<file path="src/rtl/que_slot_transmit_handler.sv">
// Queue-slot transmit handler.
// Drains one slot FIFO (9-bit entries: bit 8 = first-byte flag, bits 7:0 = data),
// wins the egress arbiter and streams one frame to the MAC over valid/ready.
// The end of a frame is found by lookahead: a byte is only presented once its
// successor is visible (or the FIFO has stayed empty for TIMEOUT_LIMIT cycles),
// so tx_last can be registered together with the byte itself.
module que_slot_transmit_handler #(
    parameter logic [15:0] TIMEOUT_LIMIT   = 16'd8,
    parameter logic [15:0] MAX_FRAME_BYTES = 16'd1518
) (
    input  logic        clock,
    input  logic        reset,
    input  logic [8:0]  fifo_data,
    input  logic        fifo_empty,
    output logic        fifo_read_enable,
    output logic        request,
    input  logic        grant,
    output logic [7:0]  tx_data,
    output logic        tx_data_valid,
    output logic        tx_last,
    input  logic        tx_data_ready,
    output logic        frame_done,
    output logic [15:0] frame_length,
    output logic        orphan_drop,
    output logic        truncated
);

    typedef enum logic [2:0] {
        StIdle,
        StRequest,
        StFetch,
        StPresent,
        StFlush
    } state_e;

    state_e      state_q;
    logic [7:0]  hold_data_q;
    logic [15:0] byte_count_q;
    logic [15:0] timeout_count_q;
    // Set when the frame is being cut at MAX_FRAME_BYTES; consumed on the last accept.
    logic        trunc_mark_q;

    logic        head_valid;
    logic        head_first;
    logic        accept;
    logic [15:0] byte_count_inc;
    logic [15:0] timeout_inc;
    logic        timeout_hit;

    // Decoded head/handshake conditions and saturating counter increments.
    always_comb begin
        head_valid     = !fifo_empty;
        head_first     = fifo_data[8];
        accept         = tx_data_valid && tx_data_ready;
        byte_count_inc = (byte_count_q >= MAX_FRAME_BYTES) ? MAX_FRAME_BYTES
                                                           : byte_count_q + 16'd1;
        timeout_inc    = (timeout_count_q >= TIMEOUT_LIMIT) ? TIMEOUT_LIMIT
                                                            : timeout_count_q + 16'd1;
        timeout_hit    = (timeout_inc >= TIMEOUT_LIMIT);
    end

    // Pop strobe: combinational so a pop lands in the same cycle as the decision.
    always_comb begin
        fifo_read_enable = 1'b0;
        if (!reset && head_valid) begin
            case (state_q)
                StIdle:    fifo_read_enable = !head_first;
                StRequest: fifo_read_enable = grant;
                StPresent: fifo_read_enable = accept && !tx_last;
                StFlush:   fifo_read_enable = !head_first;
                default:   fifo_read_enable = 1'b0;
            endcase
        end
    end

    // Frame FSM with all outputs registered.
    always_ff @(posedge clock or posedge reset) begin
        if (reset) begin
            state_q         <= StIdle;
            hold_data_q     <= 8'd0;
            byte_count_q    <= 16'd0;
            timeout_count_q <= 16'd0;
            trunc_mark_q    <= 1'b0;
            request         <= 1'b0;
            tx_data         <= 8'd0;
            tx_data_valid   <= 1'b0;
            tx_last         <= 1'b0;
            frame_done      <= 1'b0;
            frame_length    <= 16'd0;
            orphan_drop     <= 1'b0;
            truncated       <= 1'b0;
        end else begin
            frame_done  <= 1'b0;
            orphan_drop <= 1'b0;
            truncated   <= 1'b0;
            case (state_q)
                StIdle: begin
                    if (head_valid) begin
                        if (head_first) begin
                            state_q <= StRequest;
                            request <= 1'b1;
                        end else begin
                            // Continuation byte with no frame open: discard it.
                            orphan_drop <= 1'b1;
                        end
                    end
                end

                StRequest: begin
                    if (grant && head_valid) begin
                        hold_data_q     <= fifo_data[7:0];
                        byte_count_q    <= 16'd1;
                        timeout_count_q <= 16'd0;
                        trunc_mark_q    <= 1'b0;
                        state_q         <= StFetch;
                    end
                end

                StFetch: begin
                    if (head_valid) begin
                        // A visible head wins over a timeout expiring in the same cycle.
                        tx_data       <= hold_data_q;
                        tx_data_valid <= 1'b1;
                        state_q       <= StPresent;
                        if (head_first) begin
                            tx_last <= 1'b1;
                        end else if (byte_count_q < MAX_FRAME_BYTES) begin
                            tx_last <= 1'b0;
                        end else begin
                            tx_last      <= 1'b1;
                            trunc_mark_q <= 1'b1;
                        end
                    end else begin
                        timeout_count_q <= timeout_inc;
                        if (timeout_hit) begin
                            tx_data       <= hold_data_q;
                            tx_data_valid <= 1'b1;
                            tx_last       <= 1'b1;
                            state_q       <= StPresent;
                        end
                    end
                end

                StPresent: begin
                    if (accept) begin
                        tx_data_valid <= 1'b0;
                        tx_last       <= 1'b0;
                        if (!tx_last) begin
                            // Successor was seen in StFetch; it is popped right now.
                            hold_data_q     <= fifo_data[7:0];
                            byte_count_q    <= byte_count_inc;
                            timeout_count_q <= 16'd0;
                            state_q         <= StFetch;
                        end else begin
                            frame_done      <= 1'b1;
                            frame_length    <= byte_count_q;
                            request         <= 1'b0;
                            timeout_count_q <= 16'd0;
                            if (trunc_mark_q) begin
                                truncated    <= 1'b1;
                                trunc_mark_q <= 1'b0;
                                state_q      <= StFlush;
                            end else begin
                                state_q <= StIdle;
                            end
                        end
                    end
                end

                StFlush: begin
                    if (head_valid) begin
                        if (head_first) begin
                            // Next frame starts here; leave it in the FIFO.
                            state_q <= StIdle;
                        end else begin
                            timeout_count_q <= 16'd0;
                        end
                    end else begin
                        timeout_count_q <= timeout_inc;
                        if (timeout_hit) begin
                            state_q <= StIdle;
                        end
                    end
                end

                default: state_q <= StIdle;
            endcase
        end
    end

endmodule

</file>
<file path="config.mk">
export PLATFORM = sky130hd
export DESIGN_NAME = que_slot_transmit_handler
export DESIGN_NICKNAME = d
export VERILOG_FILES = /design/src/rtl/que_slot_transmit_handler.sv
export SDC_FILE = /design/constraint.sdc
export NUM_CORES = 1
export LEC_CHECK = 0
export CAP_MARGIN = 5
export CELL_PAD_IN_SITES_DETAIL_PLACEMENT = 2
export CELL_PAD_IN_SITES_GLOBAL_PLACEMENT = 2
export CORE_ASPECT_RATIO = 0.8
export CORE_MARGIN = 5
export CORE_UTILIZATION = 35
export DETAILED_ROUTE_END_ITERATION = 8
export PLACE_DENSITY_LB_ADDON = 0.3
export RECOVER_POWER = 25
export SLEW_MARGIN = 20
export SYNTH_ARGS = -nofsm -noshare
export SYNTH_HDL_FRONTEND = slang
export SYNTH_SLANG_ARGS = --single-unit
</file>
<file path="constraint.sdc">
create_clock -name clock -period 3.4 [get_ports clock]
set_input_delay 0.68 -clock clock [delete_from_list [all_inputs] [get_ports clock]]
set_output_delay 0.68 -clock clock [all_outputs]
set_load 0.01 [all_outputs]
</file>
-- Word level (Yosys, flattened, before mapping)
Index checks and enable logic that the tools add are counted.
- register bits after elaboration: 74
- logic and storage cells: 121
- input bits: 14
- output and inout port bits: 31
- reductions and logical operators: 23
- add/subtract/negate cells: 2
- mux-type cells: 60
- equality and inequality tests: 19
- $lt $le $gt $ge: 4
- operator list (cell ; count):
    16-bit 2-to-1 mux ; 10
    16-bit case mux with 4 select lines ; 1
    8-bit 2-to-1 mux ; 5
    3-bit 2-to-1 mux ; 11
    16-bit by 1-bit adder with 16-bit output (second input constant) ; 2
    16-bit by 4-bit greater-or-equal comparator with 1-bit output (second input constant) ; 2
    16-bit case mux with 2 select lines ; 1
    1-bit 2-to-1 mux ; 25
    2-bit inequality test (second input constant) ; 10
    16-bit by 11-bit greater-or-equal comparator with 1-bit output (second input constant) ; 1
    16-bit by 11-bit < comparator with 1-bit output (second input constant) ; 1
    8-bit case mux with 2 select lines ; 1
    3-bit case mux with 5 select lines ; 1
    7-bit AND reduction ; 2
    3-bit inequality test (second input constant) ; 4
    5-bit AND reduction ; 2
    3-bit by 2-bit == test with 1-bit output (second input constant) ; 2
    1-bit case mux with 2 select lines ; 3
    1-bit case mux with 3 select lines ; 2
    3-bit AND reduction ; 2
    2-bit nonzero test ; 3
    1-bit logical AND ; 4
    1-bit logical NOT ; 4
    4-bit AND reduction ; 1
    8 further kinds ; 8

-- Depth between registers and ports, before layout
Gate-level depths: netlist (run 1).
- word-level depth: 6
- gate-level depth with buffers: 8
- mapped depth without buffers: 7

-- Least setup slack after synthesis (run 1)
No wires, ideal clock.
- path type: register -> output
- start point: reg state_q[2]
- end point: out fifo_read_enable
- required time: 2720 ps
- data arrival time: 1257 ps
- buffers on the path: 1
- cell stages (with the launch flop): 6
- path slack: 1463 ps
- cells stage by stage: dfrtp_1 -> buf_2 -> and3b_1 -> nand4b_1 -> o21ai_0 -> and3_1
- word-level cells in the longest chain between the ends: 4
- elaborated cells between the ends (all ways): 7
- those cells by class: eq/ne: 3; mux: 2; reduce/logical: 2
- ends and longest elaborated chain (item ; RTL line ; RTL):
    from (decl) ; 36 ; state_e state_q;
    from (signal assigned) ; 79 ; state_q <= StIdle;
    from (signal assigned) ; 100 ; state_q <= StRequest;
    from (signal assigned) ; 115 ; state_q <= StFetch;
    3-bit == test or 3-bit logical NOT (tied branches) ; 66 ; case (state_q)
    2-bit OR reduction (no source line) ; -- ;
    1-bit case mux with 3 select lines (*) ; 66 ;
    1-bit 2-to-1 mux (*) ; 65 ; if (!reset && head_valid) begin
    to (decl) ; 15 ; output logic fifo_read_enable,
Mark *: on every way between the ends. The rest lies on a longest branch, timed or not.

-- Worst setup path in the final report (run 1)
- start point: reg state_q[1]
- end point: out fifo_read_enable
The elaborated chain is that of the path after synthesis.

==> qor.yml, run 1 <==
min_path_type: "register to register"
path_clk_slew_ns: 0.06
htreeDepth: 3
synth-edff-count: 0
antenna_found_initial: 0
dr_total_vias: 2603
clock_latency_ns: 0.34
syn_area_um2: 3280
drv_slew: 0
yosys_register_bits: 74
worst_r2r_startpoint: "byte_count_q[0]"
rsz0062_at_grt: "no"
cts_setup_buffers: 0
die_area_um2: 11400
endpoint_kind: "output pin"
grt_remaining_overflow: 0
final_nets: 383
yosysUniqueCellTypes: 48
min_period_ns: 2.97
wl_um: 9380
ys_seq_area_frac: 0.564
synth_ff_type: "dfrtp_1"
finalSetupTns_ns: 0
crit_arrival_ns: 2.29
worst_slew_pin_slew_ns: 1.02
initial_core_util: 0.360
synth_async_sr_flop_share: 1.00
grt_use_met2: 0.275
post-route-period-util: 0.874
drt_pass1_iterations: 4
grt_pass1_wl_um: 15800
grt_start_max_net_pins: 50
p_leak_nw: 1.93
setup_viol: 0
grt_pass1_vias: 2919
clock_path_buffers: 2
syn_area_per_cell_um2: 10.4
layout_commonest_cell: "dfrtp_1"
cp-endpoint: "fifo_read_enable"
hold_viol: 0
rrSetupSlack_ns: 1.11
status: "finished, final reports clean"
yosys_warnings: 0
fin_worst_skew_ns: 0.00887
cp-startpoint: "state_q[1]"
grt_usage: 0.169
coreArea_um2: 9110
cts_sinks: 74
use_met1: 0.220
numCtsBuffers: 9
dpl.hpwl_um: 6110
drcViolationCount: 0
fin_ws_ns: 0.430
drt_iter0_markers: 77
pre_cts_ws_ns: 0.453
post_cts_resized: 0
syn_to_final_growth_pct: 28.7
io_pins: 45
ctsHoldBuffers: 0
antenna_left: 0
rr_endpoint: "byte_count_q[4]"
place_congestion: 0.770
reg2regPathDepth: 7
report.power.total_mw: 3.65
via_per_inst: 5.37
port_buffers: 44
syn-num-nets: 335
num_rows: 31
pwr_density_cell_nw_per_um2: 864
met3_usage: 0.0542
cts_tree: "built"
start_kind: "register"
netlist_instances: 317
worstSetupPathType: "register to output pin"
wire_per_inst_um: 19.3
antennaDiodeCount: 0
drive_gt1_frac: 0.100
drv_cap: 0
crit_fanout: 15
clock.fmax_mhz: 337
final_cell_mix: "dfrtp_1 (74), nand2_1 (52), clkdlybuf4s50_1 (43)"
top_usage_layer: "met2"
die_w_um: 118
die_h_um: 96.6
slew_headroom: 0.322
clockRootBuffer: "clkbuf_16"
cp.required_ns: 2.72
vdd_ir_drop_max_v: 0.000403
-- metrics by stage --
step                std cells  hold slack [ns]  utilization  area, um2
floorplan                 317            0.454            -       3280
global placement          469            0.458        0.424       3870
detailed placement        469            0.466        0.424       3870
CTS                       485            0.482        0.463       4220
global route              485            0.510        0.463       4220
finish                    485            0.475        0.463       4220
-- kinds of logic after synthesis --
logic type	count (synthesis)	synth area share
AO/OA/AOI/OAI	63	0.122
multiplexers	18	0.0610
buffers and inverters	24	0.0294
adder cells (fa/ha/maj)	4	0.0153
AND/OR/NAND/NOR	134	0.208
flip-flops	74	0.564
-- power by group --
part	leakage, nW	internal, mW	switching [mW]
clock	0.169	0.757	0.367
sequential	0.972	1.14	0.285
combinational	0.788	0.526	0.574
-- sequential cells by signal (all words and copies together) (netlist names) --
signal,count
request,1
orphan_drop,1
frame_done,1
trunc_mark_q,1
tx_data,8
timeout_count_q,16
hold_data_q,8
frame_length,16
state_q,3
byte_count_q,16
tx_last,1
tx_data_valid,1
truncated,1
-- critical path, cell delays in order (launching register included) --
cell             delay (ns)
dfrtp_1                0.63
and3b_1                0.32
nand4b_1               0.18
o21ai_0                0.12
and3_1                 0.17
clkdlybuf4s50_1        0.53
-- Yosys cell counts (all sizes together), types with 6 or more instances --
| master | count | share of area |
|---|---|---|
| nor3 | 6 | 0.0092 |
| and2 | 15 | 0.029 |
| and3 | 8 | 0.015 |
| mux2 | 16 | 0.055 |
| clkbuf | 8 | 0.0092 |
| nand2 | 52 | 0.059 |
| nand3 | 11 | 0.017 |
| inv | 11 | 0.013 |
| o21ai | 22 | 0.034 |
| nor4 | 6 | 0.011 |
| dfrtp | 74 | 0.56 |
| a21oi | 13 | 0.020 |
| nor2 | 11 | 0.013 |
-- metal layers --
layer	vias up	wire (um)
met5	-	0
met4	0	166
met3	15	402
met2	59	4510
met1	1329	4310
li1	1200	-
-- how the worst min path moves through the flow --
stage                                    from                   to  slack [ns]  cells past startpoint
after global placement       frame_length[12]     frame_length[12]        0.46                      2
final                        frame_length[13]     frame_length[13]        0.47                      2
after floorplan           timeout_count_q[15]  timeout_count_q[15]        0.45                      1
after CTS                    frame_length[13]     frame_length[13]        0.48                      2
after detailed placement      frame_length[6]      frame_length[6]        0.47                      2
after global routing         frame_length[13]     frame_length[13]        0.51                      2
-- cell type report --
class / instances / area [um2]
clock buffer: 12 / 256
clock inverter: 4 / 97.6
fill: 955 / 4890
inverter: 11 / 41.3
multi-input combinational: 219 / 1330
sequential: 74 / 1850
tap: 115 / 144
timing repair buffer: 50 / 498
No activity file was read; power rests on OpenSTA's default activity.
==> run 2: changes to the inputs <==
--- a/config.mk
+++ b/config.mk
@@ -8,9 +8,9 @@
 export CAP_MARGIN = 5
 export CELL_PAD_IN_SITES_DETAIL_PLACEMENT = 2
 export CELL_PAD_IN_SITES_GLOBAL_PLACEMENT = 2
-export CORE_ASPECT_RATIO = 0.8
+export CORE_ASPECT_RATIO = 1.25
 export CORE_MARGIN = 5
-export CORE_UTILIZATION = 35
+export CORE_UTILIZATION = 31
 export DETAILED_ROUTE_END_ITERATION = 8
 export PLACE_DENSITY_LB_ADDON = 0.3
 export RECOVER_POWER = 25
==> constraint.sdc (replaced) <==
create_clock -name clock -period 2.7 [get_ports clock]
set_input_delay 0.54 -clock clock [delete_from_list [all_inputs] [get_ports clock]]
set_output_delay 0.54 -clock clock [all_outputs]
set_load 0.02 [all_outputs]
==> run 2 against run 1 <==
Net effect: final area increased by 1.2%; final cell count increased by 4.9%; register-to-register slack got worse by 0.55 ns; total power increased by 26%; non-clock buffer count increased by 7; global-route usage decreased by 2.6 points; count of clock-buffer cells in the layout decreased by 2; clock skew decreased by 0.0038 ns; critical path depth unchanged; combinational power increased by 42%; hold slack got worse by 0.0027 ns.
==> qor.yml, run 2 (synthesis gave the netlist of run 1 again) <==
final_nets: 390  # +1.8%
dpl_cell_area_um2: 3940  # +1.9%
fin_area_um2: 4270  # +1.2%
grt_pass1_vias: 2862  # -2.0%
worst_slew_pin_slew_ns: 0.696  # -0.319 ns
num_rows: 42  # +35%
crit_fanout: 2  # -13
drive_gt1_frac: 0.119  # +0.0194
layout_commonest_cell: "dfrtp_1"
min_path_type: "register to register"
antenna_left: 0  # unchanged
port_buffers: 44  # unchanged
hp-start: "frame_length[14]"
die_h_um: 125  # +29%
via_per_inst: 5.01  # -6.6%
status: "finished, final reports clean"
min_period_ns: 2.25
htreeDepth: 3  # unchanged
coreArea_um2: 10500  # +15%
grt_usage: 0.143  # -0.0262
endpoint_kind: "output pin"
antenna_found_initial: 0  # unchanged
pwr_density_cell_nw_per_um2: 1070  # +24%
reg.largest.list: "byte_count_q: 16 flops, frame_length: 16 flops, timeout_count_q: 16 flops"
reg2regPathDepth: 6  # -1
drv_cap: 0  # unchanged
whs_ns: 0.472  # -0.00274 ns
grt_pass1_wl_um: 14400  # -8.8%
path_clk_slew_ns: 0.06  # about the same
drcViolationCount: 0  # unchanged
antennaDiodeCount: 0  # unchanged
hold_viol: 0  # unchanged
cts_tree: "built"
initial_core_util: 0.314  # -0.0462
die_area_um2: 12800  # +12%
fin_worst_skew_ns: 0.00505  # -0.00382 ns
drt_pass1_iterations: 4  # unchanged
place_congestion: 0.782  # +1.5%
fin_ws_ns: 0.446  # +0.0158 ns
grt_start_max_net_pins: 75  # +50%
clockRootBuffer: "clkbuf_16"
hold_path_depth: 2  # unchanged
slew_headroom: 0.534  # +0.212
cp.required_ns: 2.16  # -0.56 ns
rsz0062_at_grt: "no"
pre_cts_ws_ns: 0.0515  # -0.402 ns
cts_sinks: 74  # unchanged
drv_slew: 0  # unchanged
clock_latency_ns: 0.33  # about the same
syn_to_final_growth_pct: 30.2
worst_r2r_startpoint: "byte_count_q[1]"
cts_setup_buffers: 0  # unchanged
grt_remaining_overflow: 0  # unchanged
crit_arrival_ns: 1.71  # -0.58 ns
numCtsBuffers: 9  # unchanged
worstSetupPathType: "input pin to output pin"
clock.fmax_mhz: 444
die_w_um: 102  # -14%
p_leak_nw: 1.97  # +2.0%
wl_um: 8420  # -10%
fillers: 1116  # +17%
drt_iter0_markers: 53  # -31%
setup_viol: 0  # unchanged
io_pins: 45  # unchanged
final_cell_mix: "dfrtp_1 (74), nand2_1 (52), clkdlybuf4s50_1 (42)"
cp-startpoint: "tx_data_ready"
dr_total_vias: 2551  # -2.0%
start_kind: "input pin"
vdd_ir_drop_max_v: 0.000435  # +8.0%
dpl.hpwl_um: 5970  # -2.3%
post-route-period-util: 0.835
fin_util: 0.409  # -0.0547
finalSetupTns_ns: 0  # unchanged
clock_path_buffers: 2  # unchanged
wire_per_inst_um: 16.5  # -15%
## run 2: layout make-up
cell class	count	area [um2]	area share
well taps	132	165	0.0387
flip-flops and latches	74	1850	0.433
clock buffers	10	239	0.0559
inverters	11	41.3	0.00966
clock inverters	6	88.8	0.0208
multi-input cells	219	1330	0.312
repair buffers	57	553	0.129
## run 2: critical path: stages
cell and delay [ns]:
clkdlybuf4s50_1 0.50, nand4b_1 0.14, o21ai_0 0.11, and3_1 0.20
dlymetal6s2s_1 0.23
## run 2: what timing repair did
item	in CTS	in global routing
hold buffers	0	0
gates resized for setup	0	1
endpoints found under the setup margin	0	1
## run 2: worst paths after layout
check                                   end  slack, ns
setup / recovery           fifo_read_enable       0.45
hold reg to reg            frame_length[14]       0.47
hold / removal             frame_length[14]       0.47
max in group asynchronous   frame_length[3]       1.59
min in group asynchronous    hold_data_q[3]       0.82
setup reg to reg            byte_count_q[9]       0.56
## run 2: report_power, final
group	leakage, nW	internal (mW)	switching (mW)
Combinational	0.841	0.708	0.855
Clock	0.155	0.836	0.476
Sequential	0.972	1.43	0.273
## run 2: routing by layer
layer,track usage,part of all wire,up-vias
met5,0,0,-
met4,0.0602,0.017,0
met3,0.0279,0.033,11
met2,0.248,0.53,35
met1,0.170,0.42,1287
li1,-,-,1218
## run 2: stage by stage
| step | std cells | power [mW] |
|---|---|---|
| CTS | 509 | 4.67 |
| global route | 509 | 4.88 |
| global placement | 493 | 3.24 |
| finish | 509 | 4.58 |
| detailed placement | 493 | 3.32 |
| floorplan | 317 | 2.60 |
==> run 3: changes to the inputs <==
--- a/config.mk
+++ b/config.mk
@@ -10,7 +10,7 @@
 export CELL_PAD_IN_SITES_GLOBAL_PLACEMENT = 2
 export CORE_ASPECT_RATIO = 1.25
 export CORE_MARGIN = 5
-export CORE_UTILIZATION = 31
+export CORE_UTILIZATION = 35
 export DETAILED_ROUTE_END_ITERATION = 8
 export PLACE_DENSITY_LB_ADDON = 0.3
 export RECOVER_POWER = 25
==> constraint.sdc (replaced) <==
create_clock -name clock -period 2.1 [get_ports clock]
set_input_delay 0.42 -clock clock [delete_from_list [all_inputs] [get_ports clock]]
set_output_delay 0.42 -clock clock [all_outputs]
set_load 0.02 [all_outputs]
==> run 3 against run 2 <==
Net effect: sequential power is 26% higher; final area is 1.9% higher; sequential share of layout area is 0.77 points lower; global-route usage is 3.0 points higher; critical path depth is 1 higher; flip-flop and latch count stayed put; count of clock-buffer cells in the layout is 1 higher; clock power is 21% higher; via count is 4.7% higher; clock skew is 0.0017 ns higher; worst setup slack worse by 0.33 ns; hold slack better by 0.0032 ns.
==> qor.yml, run 3 (synthesis gave the netlist of run 1 again) <==
wire_per_inst_um: 18.2  # +10%
worstSetupPathType: "input pin to register"
status: "finished, final reports clean"
fin_worst_skew_ns: 0.00671  # +0.00167 ns
rrSetupSlack_ns: 0.13  # -0.43 ns
reg2regPathDepth: 6  # unchanged
vdd_ir_drop_max_v: 0.000505  # +16%
p_leak_nw: 2.00  # +1.6%
crit_chain: "clkdlybuf4s50_1 -> nor3b_2 -> o21bai_2 -> or3_1 -> nor3_1 -> o22a_1"
die_h_um: 118  # -5.4%
dpl.hpwl_um: 6520  # +9.3%
cts_sinks: 74  # unchanged
cp.required_ns: 2.38  # +0.22 ns
ctsHoldBuffers: 0  # unchanged
htreeDepth: 3  # unchanged
crit_fanout: 4  # +2
worst_r2r_startpoint: "state_q[1]"
pwr_density_cell_nw_per_um2: 1380  # +29%
min_path_type: "register to register"
path_clk_slew_ns: 0.06  # about the same
clock.fmax_mhz: 504
initial_core_util: 0.358  # +0.0439
setup_viol: 0  # unchanged
grt_usage: 0.174  # +0.0304
antenna_found_initial: 0  # unchanged
coreArea_um2: 9170  # -12%
rsz0062_at_grt: "yes"
syn_to_final_growth_pct: 32.6
antennaDiodeCount: 0  # unchanged
io_pins: 45  # unchanged
hold_path_depth: 2  # unchanged
grt_remaining_overflow: 0  # unchanged
clockRootBuffer: "clkbuf_16"
antenna_left: 0  # unchanged
reg.largest.list: "byte_count_q: 16 flops, frame_length: 16 flops, timeout_count_q: 16 flops"
drcViolationCount: 0  # unchanged
cp_slowest_cell: "clkdlybuf4s50_1"
start_kind: "input pin"
drv_slew: 0  # unchanged
final_cell_mix: "dfrtp_1 (73), nand2_1 (52), clkdlybuf4s50_1 (42)"
rr_endpoint: "byte_count_q[15]"
drive_gt1_frac: 0.158  # +0.0388
clock_latency_ns: 0.34  # about the same
place_congestion: 0.766  # -2.0%
final_nets: 405  # +3.8%
clock_path_buffers: 2  # unchanged
fin_util: 0.474  # +0.0659
grt_start_max_net_pins: 75  # unchanged
die_w_um: 96.6  # -5.3%
port_buffers: 44  # unchanged
placed_cells: 499  # +1.2%
grt_pass1_vias: 3096  # +8.2%
hp-start: "frame_length[1]"
fillers: 995  # -11%
numCtsBuffers: 9  # unchanged
slew_headroom: 0.323  # -0.212
crit_buf_inv: 1  # -1
crit_arrival_ns: 2.26  # +0.55 ns
num_rows: 39  # -7.1%
endpoint_kind: "register"
grt_pass1_wl_um: 16000  # +11%
post-route-period-util: 0.945
whs_ns: 0.475  # +0.00318 ns
drt_iter0_markers: 59  # +11%
regArea_um2: 1850  # about the same
worst_slew_pin_slew_ns: 1.02  # +0.320 ns
cp-startpoint: "grant"
crit_family: "simple AND/OR/NAND/NOR gates"
cts_tree: "built"
wl_um: 9390  # +12%
cts_setup_buffers: 0  # unchanged
via_per_inst: 5.18  # +3.4%
path_depth: 6  # +1
die_area_um2: 11400  # -10%
hold_viol: 0  # unchanged
min_period_ns: 1.98
layout_commonest_cell: "dfrtp_1"
dr_total_vias: 2670  # +4.7%
multi_input_area_um2: 1350  # +1.5%
drt_pass1_iterations: 4  # unchanged
holdPathEnd: "frame_length[1]"
layoutNonFillerInstCount: 515  # +1.2%
drv_cap: 0  # unchanged
slowest_delay_ns: 0.51  # about the same
post_cts_resized: 5  # +5
==> run 3: cell types whose count changed in the layout (fill, tap and decap cells not counted), sizes merged <==
cell          previous run  this run
buf                     13        27
clkbuf                  10        13
bufinv                   2         1
clkinvlp                 2         3
dlymetal6s2s             1         0
inv                     12        11
==> run 3: final cells by class <==
type,count,share of cell area
multi-input combinational,219,0.311
tap,123,0.0354
sequential,74,0.426
clock inverter,5,0.0144
timing repair buffer,72,0.147
clock buffer,11,0.0558
inverter,11,0.0103
==> run 3: metal layers <==
layer	routed length (um)	part of all wire	track usage	vias to the layer above
met5	0	0	0	-
met4	172	0.018	0.0606	0
met3	262	0.028	0.0483	13
met2	5210	0.56	0.318	37
met1	3740	0.40	0.191	1379
li1	-	-	-	1241
==> run 3: report_power, final <==
group	total (mW)	internal, mW	switching (mW)
clock	1.58	0.959	0.617
combinational	2.27	1.04	1.23
sequential	2.15	1.84	0.308
total	5.99	3.84	2.16
==> run 3: worst min-delay path, stage by stage (launching register included) <==
cell and delay, ns:
dfrtp_1 0.34, nand2_1 0.05, nand2_1 0.05
==> run 3: worst max-delay path by stage <==
stage,to,slack [ns]
floorplan,fifo_read_enable,0.35
finish,byte_count_q[15],0.12
CTS,fifo_read_enable,0.02
global route,byte_count_q[15],-0.005
global placement,fifo_read_enable,-0.19
detailed placement,fifo_read_enable,-0.27
==> run 3: through the flow <==
stage	instance area (um2)	setup TNS, ns	setup WS, ns	power [mW]
after floorplan	3290	0	0.355	3.35
after CTS	4360	0	0.0182	6.08
after global routing	4350	-0.00478	-0.00478	6.38
final	4350	0	0.115	5.99
after global placement	4050	-0.600	-0.193	4.32
after detailed placement	4050	-2.73	-0.274	4.45
